$ cat src/rtl/ym2149_wb_sequencer.sv
// YM2149 PSG Wishbone write sequencer: command FIFO, frame-paced waits, one outstanding write.
// Optional bus watchdog and timeout_flag_o port: define YM2149_WB_SEQ_TIMEOUT_EN.
module ym2149_wb_sequencer #(
  parameter int unsigned CLK_IN_HZ  = 100000000,
  parameter int unsigned FRAME_HZ   = 50,
  parameter int unsigned FIFO_DEPTH = 16
) (
  input  logic        clk_i,
  input  logic        rst_i,
  input  logic        cmd_valid_i,
  output logic        cmd_ready_o,
  input  logic        cmd_wait_i,
  input  logic [7:0]  cmd_addr_i,
  input  logic [7:0]  cmd_data_i,
  input  logic        enable_i,
  output logic [7:0]  wb_adr_o,
  output logic [31:0] wb_dat_w_o,
  input  logic [31:0] wb_dat_r_i,
  output logic [3:0]  wb_sel_o,
  input  logic        wb_stall_i,
  output logic        wb_cyc_o,
  output logic        wb_stb_o,
  input  logic        wb_ack_i,
  output logic        wb_we_o,
  input  logic        wb_err_i,
  output logic        busy_o,
  output logic        err_flag_o
`ifdef YM2149_WB_SEQ_TIMEOUT_EN
  ,
  output logic        timeout_flag_o
`endif
);
  localparam int unsigned Period = CLK_IN_HZ / FRAME_HZ;
  localparam int unsigned PtrW   = $clog2(FIFO_DEPTH);
  localparam int unsigned CntW   = PtrW + 1;
  localparam logic [CntW-1:0] CntFull = CntW'(FIFO_DEPTH);

  typedef enum logic [1:0] {StIdle, StReq, StAckw, StWait} state_e;

  // Entry layout: {wait, addr[7:0], data[7:0]}
  logic [16:0]     mem_q [FIFO_DEPTH];
  logic [PtrW-1:0] wr_ptr_q, rd_ptr_q;
  logic [CntW-1:0] count_q;
  logic            full, empty, push, pop;
  logic [16:0]     head;

  logic [31:0] frame_cnt_q;
  logic        tick;

  state_e      state_q;
  logic        cyc_q, stb_q, err_q;
  logic [7:0]  adr_q, dat_q, wait_cnt_q;
  logic        done;

  logic unused_dat_r;
  assign unused_dat_r = ^wb_dat_r_i;

  assign full  = (count_q == CntFull);
  assign empty = (count_q == '0);
  assign push  = cmd_valid_i && !full;
  assign pop   = (state_q == StIdle) && enable_i && !empty;
  assign head  = mem_q[rd_ptr_q];
  assign tick  = (frame_cnt_q == Period - 1);
  assign done  = wb_ack_i || wb_err_i;

  always_ff @(posedge clk_i) begin
    if (push) mem_q[wr_ptr_q] <= {cmd_wait_i, cmd_addr_i, cmd_data_i};
  end

  always_ff @(posedge clk_i) begin
    if (rst_i) begin
      wr_ptr_q <= '0;
      rd_ptr_q <= '0;
      count_q  <= '0;
    end else begin
      if (push) wr_ptr_q <= wr_ptr_q + PtrW'(1);
      if (pop)  rd_ptr_q <= rd_ptr_q + PtrW'(1);
      if (push && !pop)      count_q <= count_q + CntW'(1);
      else if (!push && pop) count_q <= count_q - CntW'(1);
    end
  end

  always_ff @(posedge clk_i) begin
    if (rst_i || tick) frame_cnt_q <= '0;
    else               frame_cnt_q <= frame_cnt_q + 32'd1;
  end

`ifdef YM2149_WB_SEQ_TIMEOUT_EN
  logic [15:0] wdog_q;
  logic        tmo_q;
  assign timeout_flag_o = tmo_q;
`endif

  always_ff @(posedge clk_i) begin
    if (rst_i) begin
      state_q    <= StIdle;
      cyc_q      <= 1'b0;
      stb_q      <= 1'b0;
      adr_q      <= '0;
      dat_q      <= '0;
      wait_cnt_q <= '0;
      err_q      <= 1'b0;
`ifdef YM2149_WB_SEQ_TIMEOUT_EN
      wdog_q     <= '0;
      tmo_q      <= 1'b0;
`endif
    end else begin
      unique case (state_q)
        StIdle: begin
          if (pop) begin
            if (!head[16]) begin
              adr_q   <= head[15:8];
              dat_q   <= head[7:0];
              cyc_q   <= 1'b1;
              stb_q   <= 1'b1;
              state_q <= StReq;
`ifdef YM2149_WB_SEQ_TIMEOUT_EN
              wdog_q  <= '0;
`endif
            end else if (head[7:0] != 8'd0) begin
              wait_cnt_q <= head[7:0];
              state_q    <= StWait;
            end
          end
        end
        StReq: begin
          // ack/err while stalled still completes the transfer
          if (done) begin
            cyc_q   <= 1'b0;
            stb_q   <= 1'b0;
            state_q <= StIdle;
            if (wb_err_i) err_q <= 1'b1;
          end else if (!wb_stall_i) begin
            stb_q   <= 1'b0;
            state_q <= StAckw;
          end
        end
        StAckw: begin
          if (done) begin
            cyc_q   <= 1'b0;
            state_q <= StIdle;
            if (wb_err_i) err_q <= 1'b1;
          end
        end
        StWait: begin
          if (tick) begin
            if (wait_cnt_q == 8'd1) state_q <= StIdle;
            wait_cnt_q <= wait_cnt_q - 8'd1;
          end
        end
        default: state_q <= StIdle;
      endcase
`ifdef YM2149_WB_SEQ_TIMEOUT_EN
      if ((state_q == StReq || state_q == StAckw) && !done) begin
        if (wdog_q == 16'hFFFE) begin
          cyc_q   <= 1'b0;
          stb_q   <= 1'b0;
          state_q <= StIdle;
          err_q   <= 1'b1;
          tmo_q   <= 1'b1;
        end else begin
          wdog_q <= wdog_q + 16'd1;
        end
      end
`endif
    end
  end

  assign cmd_ready_o = !full;
  assign wb_adr_o    = adr_q;
  assign wb_dat_w_o  = {24'b0, dat_q};
  assign wb_sel_o    = 4'b0001;
  assign wb_cyc_o    = cyc_q;
  assign wb_stb_o    = stb_q;
  assign wb_we_o     = cyc_q;
  assign busy_o      = !empty || (state_q != StIdle);
  assign err_flag_o  = err_q;

endmodule

$ cat config.mk
export PLATFORM = sky130hd
export DESIGN_NAME = ym2149_wb_sequencer
export DESIGN_NICKNAME = d
export VERILOG_FILES = /design/src/rtl/ym2149_wb_sequencer.sv
export SDC_FILE = /design/constraint.sdc
export NUM_CORES = 1
export LEC_CHECK = 0
export ABC_AREA = 1
export CORE_ASPECT_RATIO = 2
export CORE_MARGIN = 3
export CORE_UTILIZATION = 55
export DETAILED_ROUTE_END_ITERATION = 8
export DONT_BUFFER_PORTS = 1
export MAX_ROUTING_LAYER = met4
export PLACE_DENSITY = 0.79
export SYNTH_ARGS = -nofsm -noshare
export SYNTH_HDL_FRONTEND = slang
export SYNTH_SLANG_ARGS = --single-unit
export TNS_END_PERCENT = 1
$ cat constraint.sdc
create_clock -name clk_i -period 7.5 [get_ports clk_i]
set_input_delay 1.125 -clock clk_i [delete_from_list [all_inputs] [get_ports clk_i]]
set_output_delay 1.125 -clock clk_i [all_outputs]
set_load 0.05 [all_outputs]
==> flow_summary.yaml, run 1 <==
clock_network:
  cts_tree: "yes"
  clkSinkCount: 350
  clkTransAtPathRegs_ns: 0.07
  clockRootBuffer: "clkbuf_16"
  post_cts_buffers: 0
  cts_hold_buf: 0
  cts.htree.levels: 1
  numCtsBuffers: 29
  clkLatencyLatePin_ns: 0.57
  ctsResizeCount: 0
  clockBufferDepth: 3
place:
  gp_congestion: 0.841
  port_buffers: 0
  dpl.hpwl_mm: 20.3
  pre_cts_ws_ns: 3.92
hold_path:
  hold_depth: 1
  hold_path.class: "reg -> reg"
synthesis:
  synth_top_area_share: 0.545
  syn_avg_cell_area_um2: 10.3
  ys_top_cells_by_count: "nand2_1 (288), edfxtp_1 (272), nor2_1 (187), o21ai_0 (112), inv_1 (104)"
  synth_edf_count: 272
  synthTopCellsByArea: "edfxtp_1 (54%), dfxtp_1 (10%), nand2_1 (7.2%)"
  yosys.area.top_type: "edfxtp_1"
  synth_cells: 1459
  synth.cell_area_um2: 15000
  postSynthRegisterBits: 350
  ys_types: 41
  yosysMostFrequentCell: "nand2_1"
  ys_seq_area_frac: 0.649
  async_reset_ff_frac: 0
  ys.flop_type: "edfxtp_1"
  ys_warn_count: 0
detailed_routing:
  drc: 0
  wire_per_inst_um: 19.2
  drt_iter0_drc: 910
  wirelength_mm: 34.6
  vias: 10400
  avgViaCountPerCell: 5.74
  dr.pass1.iters: 5
  final_antenna_net_count: 0
setup_path:
  cp.arrival_ns: 4.07
  cp-end-kind: "register"
  r2r_cells: 12
  required_ns: 7.97
  worstPathMaxFanout: 70
  start_kind: "register"
  critPathKind: "reg -> reg"
final_layout:
  syn_to_final_growth_pct: 7.47
  num_antenna_cells: 0
  drive_above_1_share: 0.0684
  layout.nets: 1514
global_route:
  overflow: 0
  grt_max_degree: 76
  grt_usage: 0.243
  grt_antenna_before_repair: 0
  grt_pass1_vias: 10300
  grt_pass1_wl_mm: 53.1
timing:
  finalSetupViolCount: 0
  setup_tns_ns: 0
  worst_pin_slew_ns: 1.10
  fin_crit_sh: 0.481
  fin_crit_ns: 3.61
  final-max-slew-violation-count: 0
  fin_ws_ns: 3.89
  relSlewSlack: 0.266
  rsz0062_at_grt: "no"
  max_freq_mhz: 277
  hold_viol_final: 0
  fin_skew_ns: 0.0219
power_and_ir_drop:
  power_density_nw_per_um2: 322
  irDropWorstVdd_v: 0.000215
  p_leak_nw: 5.84
job:
  drv_cap: 0
floorplanning:
  io_pins: 106
  start_util: 0.564
  die_y_um: 239
  dieArea_um2: 29400
  placeableCoreArea_um2: 26600
  rows: 84
  dieWidth_um: 123
status:
  outcome: "finished clean"
## through the flow
stage / util / instances / instance area, µm² / hold WS (ns) / power (mW)
6_report: 0.606 / 1807 / 16100 / 0.474 / 5.19
3_5_place_dp: 0.570 / 1753 / 15200 / 0.468 / 3.71
5_1_grt: 0.606 / 1807 / 16100 / 0.501 / 5.46
4_1_cts: 0.606 / 1807 / 16100 / 0.480 / 5.20
2_1_floorplan: - / 1485 / 15100 / 0.418 / 3.43
3_3_place_gp: 0.570 / 1753 / 15200 / 0.431 / 3.66
## cell usage in the layout, fill, tap and decap left out, types with 4 or more instances in the layout
cell	Yosys	layout
inv_1	104	104
nor2_2	1	17
clkbuf_16	0	29
o21ai_1	13	13
conb_1	2	28
nand3_1	102	102
clkinv_1	1	8
o211ai_1	9	9
nor3b_1	6	6
a21oi_1	54	54
dfxtp_1	78	76
or2_2	4	4
clkinvlp_4	0	4
xnor2_1	5	5
buf_4	29	23
o21ai_0	112	112
nor2_1	187	171
nand4_1	19	19
o221ai_1	16	16
nor3_1	24	24
edfxtp_1	272	272
xor2_1	4	4
ha_1	17	17
o22ai_1	17	17
nand2_1	288	288
clkinv_2	0	5
## critical path, cell delays in order (launching register included)
cell and delay [ns]:
dfxtp_4 0.82, inv_4 0.45, buf_4 0.44, nor2_1 0.19, nor2_1 0.06, o21ai_1 0.11
o211ai_1 0.13, nand3_1 0.14, nand2_2 0.10, inv_2 0.34, nand2_2 0.38, nand2_1 0.16
a21oi_1 0.07
## state kept, by name, indices dropped and copies added, names as in the netlist, named ones only
signal,cells
wb_cyc_o,1
wb_adr_o,8
frame_cnt_q,32
wait_cnt_q,8
wr_ptr_q,4
mem_q,272
count_q,5
wb_stb_o,1
dat_q,8
rd_ptr_q,4
state_q,2
err_flag_o,1
## routing by layer
layer  GRT usage  part of all wire
met1       0.248              0.34
met2       0.435              0.54
met3      0.0388             0.070
met4       0.136             0.052
met5           -                 0
## cell type report
cell class / count / area [µm²]
fill: 2054 / 10500
clock inverter: 23 / 206
multi-input combinational: 927 / 4420
clock buffer: 31 / 733
tap: 344 / 430
timing repair buffer: 23 / 173
sequential: 350 / 9730
inverter: 109 / 412
## path summary, 6_finish.rpt
kind / to / from / slack, ns
worst max-delay path: wb_adr_o[3] / register / 3.89
worst min-delay path: frame_cnt_q[0] / frame_cnt_q[0] / 0.47
worst min register to register: frame_cnt_q[0] / frame_cnt_q[0] / 0.47
worst max register to register: wb_adr_o[3] / register / 3.89
## where the power goes
| part | internal [mW] | switching, mW | total [mW] |
|---|---|---|---|
| Combinational | 0.382 | 0.890 | 1.27 |
| Sequential | 2.20 | 0.211 | 2.41 |
| Clock | 0.815 | 0.692 | 1.51 |
## logic make-up after synthesis
| logic type | share of synthesized area |
|---|---|
| AOI/OAI and AO/OA | 0.0879 |
| xor gates and xnor gates | 0.00526 |
| adders and majority gates | 0.0155 |
| buffers and inverters | 0.0652 |
| DFF | 0.649 |
| other | 0.000501 |
| and+or+nand+nor | 0.177 |
(Power assumes the default switching activity.)
==> inputs of run 2 (changes only) <==
--- a/config.mk
+++ b/config.mk
@@ -12,7 +12,7 @@
 export DETAILED_ROUTE_END_ITERATION = 8
 export DONT_BUFFER_PORTS = 1
 export MAX_ROUTING_LAYER = met4
-export PLACE_DENSITY = 0.79
+export PLACE_DENSITY = 0.82
 export SYNTH_ARGS = -nofsm -noshare
 export SYNTH_HDL_FRONTEND = slang
 export SYNTH_SLANG_ARGS = --single-unit
==> constraint.sdc (replaced) <==
create_clock -name clk_i -period 3.1 [get_ports clk_i]
set_input_delay 0.465 -clock clk_i [delete_from_list [all_inputs] [get_ports clk_i]]
set_output_delay 0.465 -clock clk_i [all_outputs]
set_load 0.05 [all_outputs]
==> flow_summary.yaml, run 2 (synthesized netlist as in run 1, its figures left out) <==
timing:
  finalSetupViolCount: 0
  worst_pin_slew_ns: 1.23
  fin_skew_ns: 0.0395
  fin_crit_sh: 0.919
  hold_viol_final: 0
  final-max-slew-violation-count: 0
  relSlewSlack: 0.181
  setup_tns_ns: 0
  fin_ws_ns: 0.251
  rsz0062_at_grt: "no"
  fin_crit_ns: 2.85
  max_freq_mhz: 351
floorplanning:
  start_util: 0.564
  rows: 84
  placeableCoreArea_um2: 26600
  die_y_um: 239
  dieArea_um2: 29400
  io_pins: 106
  dieWidth_um: 123
clock_network:
  clkSinkCount: 350
  clockBufferDepth: 3
  clkTransAtPathRegs_ns: 0.07
  clkLatencyLatePin_ns: 0.60
  post_cts_buffers: 0
  clockRootBuffer: "clkbuf_16"
  cts_tree: "yes"
  numCtsBuffers: 31
  cts.htree.levels: 1
setup_path:
  required_ns: 3.57
  cp-end-kind: "register"
  worstPathMaxFanout: 8
  start_kind: "register"
  critPathKind: "reg -> reg"
  r2r_cells: 15
  r2r_start: "state_q[0]"
  crit_path_start: "state_q[0]"
  r2r_slack_ns: 0.25
  r2r_end: "count_q[4]"
  cp.arrival_ns: 3.32
global_route:
  grt_usage: 0.250
  grt_max_degree: 142
  overflow: 0
  grt_pass1_wl_mm: 54.8
  grt_antenna_before_repair: 1
  grt_pass1_vias: 10700
final_layout:
  final_core_util: 0.618
  drive_above_1_share: 0.0768
  largest_reg_flops: 272
  top_regs: "mem_q x272, frame_cnt_q x32"
  final_cell_mix: "nand2_1 (288), edfxtp_1 (272), nor2_1 (171)"
  nFillCells: 1971
  multi_input_area_um2: 4430
  max_flop_register: "mem_q"
  final_common_cell: "nand2_1"
  layout.nets: 1548
  syn_to_final_growth_pct: 9.68
  sequential_cell_area_um2: 9730
hold_path:
  hold_path.class: "in -> reg"
  hold_end: "count_q[2]"
  hp-start: "rst_i"
  hold_depth: 3
place:
  port_buffers: 0
  pre_cts_ws_ns: 0.248
  dpl.hpwl_mm: 22.0
  gp_congestion: 0.896
status:
  outcome: "finished clean"
detailed_routing:
  drc: 0
  wire_per_inst_um: 19.2
  final_antenna_net_count: 0
  avgViaCountPerCell: 5.89
  drt_iter0_drc: 1079
  dr.pass1.iters: 5
  vias: 10900
  wirelength_mm: 35.3
job:
  drv_cap: 0
power_and_ir_drop:
  irDropWorstVdd_v: 0.000495
  power_density_nw_per_um2: 776
  p_leak_nw: 5.99
run 2: cell types whose count changed in the layout (fill, tap and decap cells not counted), sizes merged:
cell	delta
buf	+14
clkbuf	+6
clkinv	-2
diode	+1
inv	+1
dlygate4sd3	+18
bufinv	-2
run 2: worst max-delay path by stage:
stage	end	slack (ns)
after global routing	count_q[4]	0.0008
final	count_q[4]	0.25
after CTS	count_q[4]	0.24
after floorplan	count_q[4]	0.24
after global placement	count_q[4]	0.35
after detailed placement	count_q[4]	0.25
run 2: worst max-delay path, cell delays in order, from the launching register on:
cell     delay (ns)
dfxtp_1        0.38
inv_1          0.10
ha_1           0.31
nand2_1        0.09
inv_1          0.04
nand2_1        0.20
ha_1           0.24
inv_1          0.11
fa_1           0.42
a21o_1         0.17
a21oi_1        0.16
nor2_1         0.06
nor2_1         0.08
nand2_1        0.08
o21ai_0        0.21
a21oi_1        0.08
run 2: routing by layer:
layer  vias up  global-route usage  part of all wire
li1       4993                   -                 -
met1      5151               0.260              0.33
met2       552               0.436              0.54
met3       161              0.0404             0.077
met4         0               0.147             0.057
met5         -                   -                 0
run 2: timing repair:
action | CTS | global route
hold buffers | 18 | 0
gates resized for setup | 0 | 1
hold endpoints to repair | 294 | 0
endpoints found under the setup margin | 0 | 1
run 2: cell type report:
type	instances	share of cell area
Tap cell	344	0.0262
Sequential cell	350	0.592
Clock inverter	20	0.00936
Antenna cell	1	0.000152
Clock buffer	37	0.0486
Multi-Input combinational cell	927	0.269
Timing Repair Buffer	55	0.0294
Inverter	109	0.0250
run 2: power by group:
group          leakage, nW  switching [mW]  internal (mW)
logic                 2.45            2.39           1.00
clock network        0.447            1.68           1.93
registers             3.09           0.428           5.33
run 2: per-stage QoR:
stage                     hold slack [ns]  area, µm²  instances  power (mW)
final                              0.0371      16400       1843        12.8
after global placement              0.427      15300       1767        8.96
after floorplan                     0.418      15100       1485        8.31
after global routing               0.0559      16400       1843        13.4
after detailed placement            0.457      15300       1767        9.09
after CTS                          0.0262      16400       1842        12.7
==> inputs of run 3 (changes only) <==
==> constraint.sdc (replaced) <==
create_clock -name clk_i -period 3.1 [get_ports clk_i]
set_input_delay 0.155 -clock clk_i [delete_from_list [all_inputs] [get_ports clk_i]]
set_output_delay 0.155 -clock clk_i [all_outputs]
set_load 0.05 [all_outputs]
==> flow_summary.yaml, run 3 (synthesized netlist as in run 1, its figures left out) <==
status:
  outcome: "finished clean"
final_layout:
  drive_above_1_share: 0.0776
  max_flop_register: "mem_q"
  final_core_util: 0.622
  layout.nets: 1548
  largest_reg_flops: 272
  nFillCells: 1972
  final_common_cell: "nand2_1"
  syn_to_final_growth_pct: 10.3
  instances_no_fill: 1841
  top_regs: "mem_q x272, frame_cnt_q x32"
  final_cell_mix: "nand2_1 (288), edfxtp_1 (272), nor2_1 (171)"
setup_path:
  start_kind: "register"
  worstPathMaxFanout: 8
  required_ns: 3.59
  critPathKind: "reg -> reg"
  cp.arrival_ns: 3.17
  cp-end-kind: "register"
floorplanning:
  placeableCoreArea_um2: 26600
  rows: 84
  io_pins: 106
  die_y_um: 239
  dieArea_um2: 29400
  dieWidth_um: 123
  start_util: 0.564
clock_network:
  clockRootBuffer: "clkbuf_16"
  cts.htree.levels: 1
  clockBufferDepth: 3
  post_cts_buffers: 0
  clkTransAtPathRegs_ns: 0.07
  clkSinkCount: 350
  clkLatencyLatePin_ns: 0.60
  numCtsBuffers: 30
  cts_tree: "yes"
power_and_ir_drop:
  sequentialPowerShare: 0.444
  intPower_mw: 8.44
  switching_share: 0.350
  power_density_nw_per_um2: 785
  switching_power_mw: 4.54
  p_leak_nw: 6.03
  irDropWorstVdd_v: 0.000480
  power_mw: 13.0
  pwr-share-comb: 0.262
  clkPwrFrac: 0.294
global_route:
  grt_max_degree: 142
  grt_pass1_wl_mm: 54.9
  grt_pass1_vias: 10600
  grt_usage: 0.249
  overflow: 0
  grt_antenna_before_repair: 1
detailed_routing:
  drc: 0
  final_antenna_net_count: 0
  drt_iter0_drc: 1048
  wirelength_mm: 35.7
  wire_per_inst_um: 19.4
  dr.pass1.iters: 6
  avgViaCountPerCell: 5.80
  vias: 10700
timing:
  worst_pin_slew_ns: 1.28
  max_freq_mhz: 373
  fin_crit_ns: 2.68
  fin_skew_ns: 0.0455
  finalSetupViolCount: 0
  setup_tns_ns: 0
  relSlewSlack: 0.143
  final-max-slew-violation-count: 0
  hold_viol_final: 0
  fin_crit_sh: 0.864
  rsz0062_at_grt: "no"
place:
  gp_congestion: 0.886
  port_buffers: 0
  dpl.hpwl_mm: 22.0
  place_inst: 1764
hold_path:
  hold_path.class: "in -> reg"
job:
  drv_cap: 0
[run 3: cell types whose count changed in the layout (fill, tap and decap cells not counted)]
cell	change
buf_12	+1
clkinv_1	-4
clkbuf_1	-4
clkinv_4	+3
clkinv_16	+1
clkinvlp_4	-3
bufinv_16	+2
buf_4	-4
dlygate4sd3_1	+4
clkbuf_8	+2
diode_2	+1
clkbuf_16	-1
clkinvlp_2	+1
clkinv_8	-1
[run 3: per-stage QoR]
step | hold WS, ns | setup WS [ns] | instance area (µm²)
final | 0.0273 | 0.421 | 16500
after CTS | 0.00283 | 0.345 | 16500
after global placement | 0.227 | 0.423 | 15300
after detailed placement | 0.229 | 0.355 | 15300
after global routing | 0.0760 | 0.0830 | 16500
after floorplan | 0.234 | 0.236 | 15100
[run 3: final timing paths]
path	startpoint	to	slack [ns]	cells past startpoint
min	wb_ack_i	state_q[1]	0.03	7
min reg2reg	frame_cnt_q[0]	frame_cnt_q[0]	0.45	1
max	state_q[0]	count_q[4]	0.42	15
max reg2reg	state_q[0]	count_q[4]	0.42	15
[run 3: per-layer routing]
metal | track usage | vias to the layer above | wire length, µm
met2 | 0.440 | 466 | 19200
met1 | 0.250 | 5087 | 11700
met5 | - | - | 0
met4 | 0.156 | 0 | 2340
met3 | 0.0411 | 134 | 2450
li1 | - | 4982 | -
[run 3: final cells by class]
type | count | area (µm²) | share of cell area
multi-input cells | 927 | 4430 | 0.268
clock inverters | 19 | 221 | 0.0134
inverters | 109 | 412 | 0.0249
well taps | 344 | 430 | 0.0260
repair buffers | 56 | 513 | 0.0310
clock buffers | 34 | 786 | 0.0475
diodes | 2 | 5.00 | 0.000303
flip-flops and latches | 350 | 9730 | 0.589
[run 3: worst max-delay path, cell delays in order, from the launching register on]
cell     delay, ns
dfxtp_1       0.38
inv_1         0.10
ha_1          0.31
nand2_1       0.09
inv_1         0.04
nand2_1       0.16
ha_1          0.23
inv_1         0.11
fa_1          0.42
a21o_1        0.17
a21oi_1       0.15
nor2_1        0.06
nor2_1        0.08
nand2_1       0.06
o21ai_0       0.15
a21oi_1       0.06
[run 3: power by group through the flow]
| stage | sequential [mW] | clock (mW) | combinational [mW] |
|---|---|---|---|
| floorplan | 5.77 | 0 | 2.54 |
| global placement | 5.84 | 0 | 3.12 |
| detailed placement | 5.85 | 0 | 3.25 |
| CTS | 5.75 | 3.86 | 3.37 |
| global route | 5.79 | 4.02 | 3.76 |
| finish | 5.76 | 3.82 | 3.40 |
[run 3: repair_timing]
action / in CTS / in global routing
resized for setup: 0 / 1
endpoints found under the setup margin: 0 / 1
hold endpoints to repair: 303 / 0
hold buffers: 22 / 0
